`config.mk`:
```
export PLATFORM = sky130hd
export DESIGN_NAME = uart_tx
export DESIGN_NICKNAME = d
export VERILOG_FILES = /design/src/rtl/uart_tx_pkg.sv /design/src/rtl/uart_tx_bit_timer.sv /design/src/rtl/uart_tx.sv
export SDC_FILE = /design/constraint.sdc
export NUM_CORES = 1
export LEC_CHECK = 0
export CORE_MARGIN = 5
export CORE_UTILIZATION = 38
export DETAILED_ROUTE_END_ITERATION = 8
export SETUP_SLACK_MARGIN = 0.5
export SLEW_MARGIN = 15
export SYNTH_ARGS = -nofsm -noshare
export SYNTH_HDL_FRONTEND = slang
export SYNTH_HIERARCHICAL = 1
export SYNTH_SLANG_ARGS = --single-unit
```
`constraint.sdc`:
```
create_clock -name CLK -period 2.7 [get_ports CLK]
set_input_delay 0.54 -clock CLK [delete_from_list [all_inputs] [get_ports CLK]]
set_output_delay 0.54 -clock CLK [all_outputs]
set_load 0.02 [all_outputs]
```
`src/rtl/uart_tx_pkg.sv`:
```
// Shared types and constants for the UART transmitter.
// Holds the FSM encoding, the parity selectors and the idle line level.
package uart_tx_pkg;

    localparam int DATA_WIDTH_DEFAULT = 8;

    localparam logic PAR_EVEN      = 1'b0;
    localparam logic PAR_ODD       = 1'b1;
    localparam logic TX_IDLE_LEVEL = 1'b1;

    typedef enum logic [2:0] {
        IDLE   = 3'd0,
        START  = 3'd1,
        DATA   = 3'd2,
        PARITY = 3'd3,
        STOP   = 3'd4
    } tx_state_t;

endpackage

```
`src/rtl/uart_tx_bit_timer.sv`:
```
// Bit-period timer for the UART transmitter.
// Produces a pulse on the last cycle of each Prescale_eff-cycle bit slot.
module uart_tx_bit_timer #(
    parameter int PRESCALE_WIDTH = 6
) (
    input  logic                      CLK,
    input  logic                      RST,
    input  logic                      load,
    input  logic [PRESCALE_WIDTH-1:0] Prescale_eff,
    output logic                      bit_done
);

    logic [PRESCALE_WIDTH-1:0] cnt;

    assign bit_done = (cnt == (Prescale_eff - PRESCALE_WIDTH'(1)));

    // Restarting on load aligns the first slot with the accept edge.
    always_ff @(posedge CLK) begin
        if (!RST) begin
            cnt <= '0;
        end else if (load || bit_done) begin
            cnt <= '0;
        end else begin
            cnt <= cnt + PRESCALE_WIDTH'(1);
        end
    end

endmodule

```
`src/rtl/uart_tx.sv`:
```
// UART transmitter: start bit, LSB-first data, optional parity, stop bit.
// TX_OUT and busy are registered; configuration is captured when a byte is accepted.
module uart_tx
    import uart_tx_pkg::*;
#(
    parameter int DATA_WIDTH     = DATA_WIDTH_DEFAULT,
    parameter int PRESCALE_WIDTH = 6
) (
    input  logic                      CLK,
    input  logic                      RST,
    input  logic [DATA_WIDTH-1:0]     P_DATA,
    input  logic                      Data_Valid,
    input  logic                      PAR_EN,
    input  logic                      PAR_TYP,
    input  logic [PRESCALE_WIDTH-1:0] Prescale,
    output logic                      TX_OUT,
    output logic                      busy
);

    localparam int IDX_W = (DATA_WIDTH > 1) ? $clog2(DATA_WIDTH) : 1;
    localparam logic [IDX_W-1:0] LAST_IDX = IDX_W'(DATA_WIDTH - 1);

    tx_state_t                 state, state_next;
    logic [DATA_WIDTH-1:0]     data_reg;
    logic                      par_en_reg;
    logic                      par_typ_reg;
    logic [PRESCALE_WIDTH-1:0] prescale_reg;
    logic [PRESCALE_WIDTH-1:0] prescale_eff_in;
    logic [IDX_W-1:0]          bit_idx, bit_idx_next, idx_inc;
    logic                      tx_next, busy_next;
    logic                      accept;
    logic                      bit_done;
    logic                      parity_bit;

    assign prescale_eff_in = (Prescale == '0) ? PRESCALE_WIDTH'(1) : Prescale;
    assign parity_bit      = (par_typ_reg == PAR_ODD) ? ~(^data_reg) : (^data_reg);
    assign idx_inc         = bit_idx + IDX_W'(1);

    uart_tx_bit_timer #(
        .PRESCALE_WIDTH(PRESCALE_WIDTH)
    ) u_bit_timer (
        .CLK         (CLK),
        .RST         (RST),
        .load        (accept),
        .Prescale_eff(prescale_reg),
        .bit_done    (bit_done)
    );

    always_ff @(posedge CLK) begin
        if (!RST) begin
            state   <= IDLE;
            TX_OUT  <= TX_IDLE_LEVEL;
            busy    <= 1'b0;
            bit_idx <= '0;
        end else begin
            state   <= state_next;
            TX_OUT  <= tx_next;
            busy    <= busy_next;
            bit_idx <= bit_idx_next;
        end
    end

    // Shadow copies keep the in-flight frame immune to input changes.
    always_ff @(posedge CLK) begin
        if (!RST) begin
            data_reg     <= '0;
            par_en_reg   <= 1'b0;
            par_typ_reg  <= PAR_EVEN;
            prescale_reg <= '0;
        end else if (accept) begin
            data_reg     <= P_DATA;
            par_en_reg   <= PAR_EN;
            par_typ_reg  <= PAR_TYP;
            prescale_reg <= prescale_eff_in;
        end
    end

    always_comb begin
        state_next   = state;
        tx_next      = TX_OUT;
        busy_next    = busy;
        bit_idx_next = bit_idx;
        accept       = 1'b0;
        case (state)
            IDLE: begin
                tx_next   = TX_IDLE_LEVEL;
                busy_next = 1'b0;
                if (Data_Valid) begin
                    accept     = 1'b1;
                    state_next = START;
                    tx_next    = 1'b0;
                    busy_next  = 1'b1;
                end
            end
            START: begin
                if (bit_done) begin
                    state_next   = DATA;
                    bit_idx_next = '0;
                    tx_next      = data_reg[0];
                end
            end
            DATA: begin
                if (bit_done) begin
                    if (bit_idx == LAST_IDX) begin
                        if (par_en_reg) begin
                            state_next = PARITY;
                            tx_next    = parity_bit;
                        end else begin
                            state_next = STOP;
                            tx_next    = TX_IDLE_LEVEL;
                        end
                    end else begin
                        bit_idx_next = idx_inc;
                        tx_next      = data_reg[idx_inc];
                    end
                end
            end
            PARITY: begin
                if (bit_done) begin
                    state_next = STOP;
                    tx_next    = TX_IDLE_LEVEL;
                end
            end
            STOP: begin
                if (bit_done) begin
                    state_next = IDLE;
                    tx_next    = TX_IDLE_LEVEL;
                    busy_next  = 1'b0;
                end
            end
            default: begin
                state_next = IDLE;
                tx_next    = TX_IDLE_LEVEL;
                busy_next  = 1'b0;
            end
        endcase
    end

endmodule

```
Word level (Yosys, flattened, before mapping)
Index checks and enable logic that the tools add are counted.
Word-level totals
  register bits: 30
  bits in latches: 0
  bits in writable memories: 0
  memory bits (read-only): 0
  input port bits: 19
  output and inout port bits: 2
  word-level logic and storage cells: 68
  memories: 0
Cells by class
  $add $sub $neg: 3
  multiply operators: 0
  div/mod/pow operators: 0
  order comparisons: 1
  equality and inequality tests: 14
  shift operators: 0
  mux-type cells: 26
  bitwise gates (word level): 3
  reduce and logical (&&, ||, !) cells: 12
Operators by type and width (count)
  2-to-1 mux 3 bit: 9
  case mux 3 bit (5 select lines): 1
  2-to-1 mux 1 bit: 11
  inequality test 2 x 1 -> 1 bit, second input constant: 5
  XOR reduction 8 bit: 1
  adder 6 x 1 -> 6 bit, second input constant: 1
  == test 3 x 2 -> 1 bit, second input constant: 2
  == test 3 bit, second input constant: 2
  == test 6 bit: 1
  zero test 6 bit: 1
  2-to-1 mux 6 bit: 1
  inequality test 2 bit, second input constant: 3
  case mux 3 bit (2 select lines): 1
  AND reduction 6 bit: 1
  subtractor 6 x 1 -> 6 bit, second input constant: 1
  < comparator 3 x 4 -> 1 bit, second input constant: 1
  case mux 1 bit (4 select lines): 1
  AND reduction 4 bit: 1
  OR reduction 2 bit: 2
  adder 3 x 1 -> 3 bit, second input constant: 1
  binary-select mux 1 bit (select 3 bit): 1
  == test 3 x 1 -> 1 bit, second input constant: 1
  zero test 3 bit: 1
  inverter 1 bit: 3
  6 further kinds: 6

Depth between registers and ports, before layout
  depth in word-level cells: 7
  gate-level depth with buffers: 11
  depth with buffers taken out: 10

Modules after synthesis
Netlist, hierarchy kept.
By module, submodules not included
  uart_tx: instances 1, cells an instance 138, area an instance 1261.2 um^2, sequential area each 480.5 um^2
  uart_tx_bit_timer: instances 1, cells an instance 46, area an instance 412.9 um^2, sequential area each 120.1 um^2

Worst setup path before layout
Ideal clock, no wire load.
  path kind: register to register
  from: register prescale_reg[0]
  to: register TX_OUT
  setup time: 0.127 ns
  arrival: 2.076 ns
  required time: 2.573 ns
  setup slack: 0.496 ns
  stages on the path, launching flop included: 12
  path buffers: 2
  period minus slack after synthesis: 2.204 ns
  cells stage by stage: dfxtp_1 -> inv_1 -> ha_1 -> or3b_1 -> a211oi_1 -> and4b_1 -> buf_4 -> and2_1 -> clkbuf_8 -> o2111ai_1 -> a21oi_2 -> a21oi_1
On the way
  longest elaborated chain between the ends: 4
  elaborated cells between the ends (all ways): 6
  classes of those cells: 1 x add/sub; 4 x eq/ne; 1 x reduce/logical
Ends and longest elaborated chain
  start: declaration: line uart_tx.sv:27  | logic [PRESCALE_WIDTH-1:0] prescale_reg;
  start signal: assignment: line uart_tx.sv:74  | prescale_reg <= prescale_eff_in;
  subtractor 6 x 1 -> 6 bit *: line uart_tx_bit_timer.sv:15  | assign bit_done = (cnt == (Prescale_eff - PRESCALE_WIDTH'(1)));
  == test 6 bit *: line uart_tx_bit_timer.sv:15
  named net bit_done: line uart_tx.sv:32  | logic bit_done;
  inequality test 2 x 1 -> 1 bit (no line)
  AND reduction 3 bit (no line) *
  end signal: assignment: line uart_tx.sv:57  | TX_OUT <= tx_next;
  end: declaration: line uart_tx.sv:16  | output logic TX_OUT,
The timed path passes the listed nets; every way through them passes the cells marked *.
A chain may end at the register's enable or synchronous reset.

Worst setup path after layout
  from: register prescale_reg[0]
  to: register state[1]
On the way
  longest elaborated chain between the ends: 4
  elaborated cells between the ends (all ways): 7
  classes of those cells: 1 x add/sub; 5 x eq/ne; 1 x reduce/logical
Ends and longest elaborated chain
  subtractor 6 x 1 -> 6 bit *: line uart_tx_bit_timer.sv:15
  == test 6 bit *: line uart_tx_bit_timer.sv:15
  named net bit_done: line uart_tx.sv:32
  inequality test 2 x 1 -> 1 bit (no line)
  AND reduction 6 bit (no line) *
  end signal: assignment: line uart_tx.sv:56  | state <= state_next;
  end: declaration: line uart_tx.sv:23  | tx_state_t state, state_next;
Marks and branches as above.

==> impl_metrics.csv <==
group,metric,value,unit
placed_design,dp_hpwl,2450,um
final_layout,layout_common_cells,"nand2_1 (34), dfxtp_1 (28), clkdlybuf4s50_1 (20)",
die,start_util,0.387,
pwr,pwr-share-clk,0.354,
sta,rsz0062_at_grt,"true",
placed_design,portBuffers,20,
sta,worst_slew_pin_slew,565,ps
grt,track_usage,0.128,
pwr,power_density,510,nW/um^2
clock_network,cts.path.max_buffers,2,
worst_hold_path,hp-start,"prescale_reg[5]",
die,fp-row-count,24,
clock_network,cts.sinks,30,
die,dieWidth,76.4,um
final_layout,final_common_cell,"nand2_1",
final_layout,drive_gt1_frac,0.166,
run,max_cap_violations,0,
routing,postRouteWirelength,3430,um
synth,syn_inst,184,
grt,antenna_found_initial,0,
synth,seq_area_frac_synth,0.359,
clock_network,ctsHtreeMaxLevel,2,
final_layout,fin_nets,233,
synth,synth.distinct_cells,51,
synth,synth_edf_count,0,
sta,fmax,470,MHz
synth,ys_warn_count,6,
worst_hold_path,holdPathStages,2,
grt,grt_pass1_vias,1357,
worst_setup_path,path_max_fanout,7,
pwr,finalPower,1050,uW
pwr,combPwrFrac,0.178,
worst_setup_path,timing.rr.end,"state[1]",
worst_setup_path,r2r-start,"prescale_reg[0]",
clock_network,insertion_delay,280,ps
sta,hold_ws,474,ps
grt,grt_overflow,0,
placed_design,dp.cells,251,
pwr,sequentialPowerShare,0.468,
worst_setup_path,r2r_slack,570,ps
sta,fin_tns_setup,0,ps
routing,wl_per_cell,13.0,um
synth,syn_area_per_cell,9.10,um^2
die,die-area,5830,um^2
final_layout,area_growth,22.9,%
clock_network,cts_tree,"yes",
clock_network,cts-buffers-inserted,5,
worst_setup_path,critPathCaptureType,"flip-flop",
sta,min_period,2130,ps
worst_hold_path,hp-class,"reg2reg",
routing,initialDrtViolationCount,92,
sta,slew_headroom,0.622,
routing,ant_nets,0,
worst_hold_path,min_to,"prescale_reg[5]",
final_layout,final_core_util,0.476,
synth,ys_ff_latch,30,
sta,setup_viol_count_final,0,
final_layout,diodes,0,
clock_network,cts_root_buf,"clkbuf_8",
die,design.portCount,21,
pwr,p_sw_frac,0.261,
worst_setup_path,critical_path_required,2880,ps
sta,finalHoldViolations,0,
grt,grt_pass1_wl,6150,um
pwr,p_int,775,uW
placed_design,gp_congestion,0.760,
synth,ys_async_sr_fraction,0,
sta,drv_slew,0,
worst_setup_path,start_kind,"flip-flop",
run_status,status,"finished, final reports clean",
clock_network,cts.reportedPaths.clkPinSlew,60,ps
synth,synthFlopType,"dfxtp_1",
die,die_h,76.4,um
grt,grt_max_degree,18,
worst_setup_path,worst-setup-path-type,"reg2reg",
pwr,power.leakage,0.000769,uW
routing,vias,1368,
routing,vias_per_cell,5.20,
synth,syn_area,1670,um^2
sta,clock_skew,4.20,ps
pwr,vdd_drop_max,255,uV
die,core_area,4320,um^2
clock_network,postCtsHoldBufs,0,
final_layout,stdcell_count,263,
worst_setup_path,rr_worst_depth,9,
routing,drc_errors,0,
synth,syn_nets,207,
worst_setup_path,worst_ep_arrival_time,2310,ps
pwr,power.switching,274,uW
sta,fin_crit_sh,0.787,
routing,dr.pass1.iters,4,
final_layout,largest_reg_flops,8,
final_layout,fillers,413,
==> routing by layer <==
layer	up-vias	wire length, um	share of wire	global-route usage
met1	634	1660	0.48	0.164
met5	-	0	0	0
li1	702	-	-	-
met4	0	87	0.025	0.0682
met3	8	140	0.041	0.0390
met2	24	1540	0.45	0.192
==> stage by stage <==
step / instance area, um^2 / setup WS (ps)
2_1_floorplan: 1680 / 551
3_3_place_gp: 1910 / 373
3_5_place_dp: 1910 / 276
4_1_cts: 2020 / 522
5_1_grt: 2060 / 458
6_report: 2060 / 574
==> how the worst max path moves through the flow <==
stage | slack [ps] | endpoint | depth (start not counted) | from
3_5_place_dp | 280 | state[1] | 9 | prescale_reg[0]
6_report | 570 | state[1] | 9 | prescale_reg[0]
5_1_grt | 460 | state[0] | 10 | prescale_reg[0]
2_1_floorplan | 550 | TX_OUT | 11 | prescale_reg[0]
3_3_place_gp | 370 | state[1] | 9 | prescale_reg[0]
4_1_cts | 520 | state[1] | 9 | prescale_reg[0]
==> cell families (layout without fill, tap and decap cells) <==
group                    after synthesis  count (layout)  synth area share
adder cells (fa/ha/maj)                4               4            0.0299
flip-flops                            30              30             0.359
multiplexers                           4               4            0.0419
AND/OR/NAND/NOR                       64              64             0.194
buffers and inverters                 14              41            0.0486
AO/OA/AOI/OAI                         49              49             0.209
XOR/XNOR                              19              19             0.119
==> what timing repair did <==
action	4_1_cts	5_1_grt
pin swaps	2	7
gates resized for setup	3	9
buffers inserted	3	1
setup endpoints to repair	7	7
==> power groups by stage <==
stage | Sequential [uW] | Combinational, uW | Clock (uW)
after global placement | 498 | 171 | 0
after CTS | 490 | 178 | 385
after floorplan | 494 | 121 | 0
final | 490 | 187 | 372
after detailed placement | 500 | 174 | 0
after global routing | 494 | 208 | 406
==> cells in the mapped netlist (2+ instances only) <==
cell       count  share of area
nand2_1       34          0.076
dfxtp_1       30           0.36
a21boi_0      12          0.054
xnor2_1       10          0.052
a211oi_1       7          0.031
xor2_1         7          0.037
a21oi_1        5          0.015
o21ai_0        5          0.015
a21boi_1       4          0.018
ha_1           4          0.030
inv_1          4         0.0090
nand3_1        4          0.012
and2_1         3          0.011
clkbuf_1       3         0.0067
nor2_1         3         0.0067
nor2b_1        3          0.011
o211ai_1       3          0.013
a32oi_1        2          0.010
and3_1         2         0.0075
buf_4          2         0.0090
clkbuf_8       2          0.016
inv_2          2         0.0045
nand2b_1       2         0.0075
nand3b_1       2         0.0090
o2111ai_1      2          0.010
o22ai_1        2         0.0075
==> critical path: stages, from the launching register on <==
cell      delay, ps
dfxtp_4         360
inv_2            60
ha_4            110
or3b_4          360
a211oi_2        220
and4b_2         260
and2_4          190
o21ai_2          70
a22o_1          210
and3_1          170
==> cell type report <==
| class | count | area, um^2 | share of cell area |
|---|---|---|---|
| Clock buffer | 7 | 86.3 | 0.0420 |
| Clock inverter | 1 | 5.00 | 0.00243 |
| Inverter | 6 | 22.5 | 0.0109 |
| Multi-Input combinational cell | 140 | 1020 | 0.496 |
| Sequential cell | 30 | 606 | 0.294 |
| Tap cell | 52 | 65.1 | 0.0316 |
| Timing Repair Buffer | 27 | 253 | 0.123 |
(Power assumes the default switching activity.)
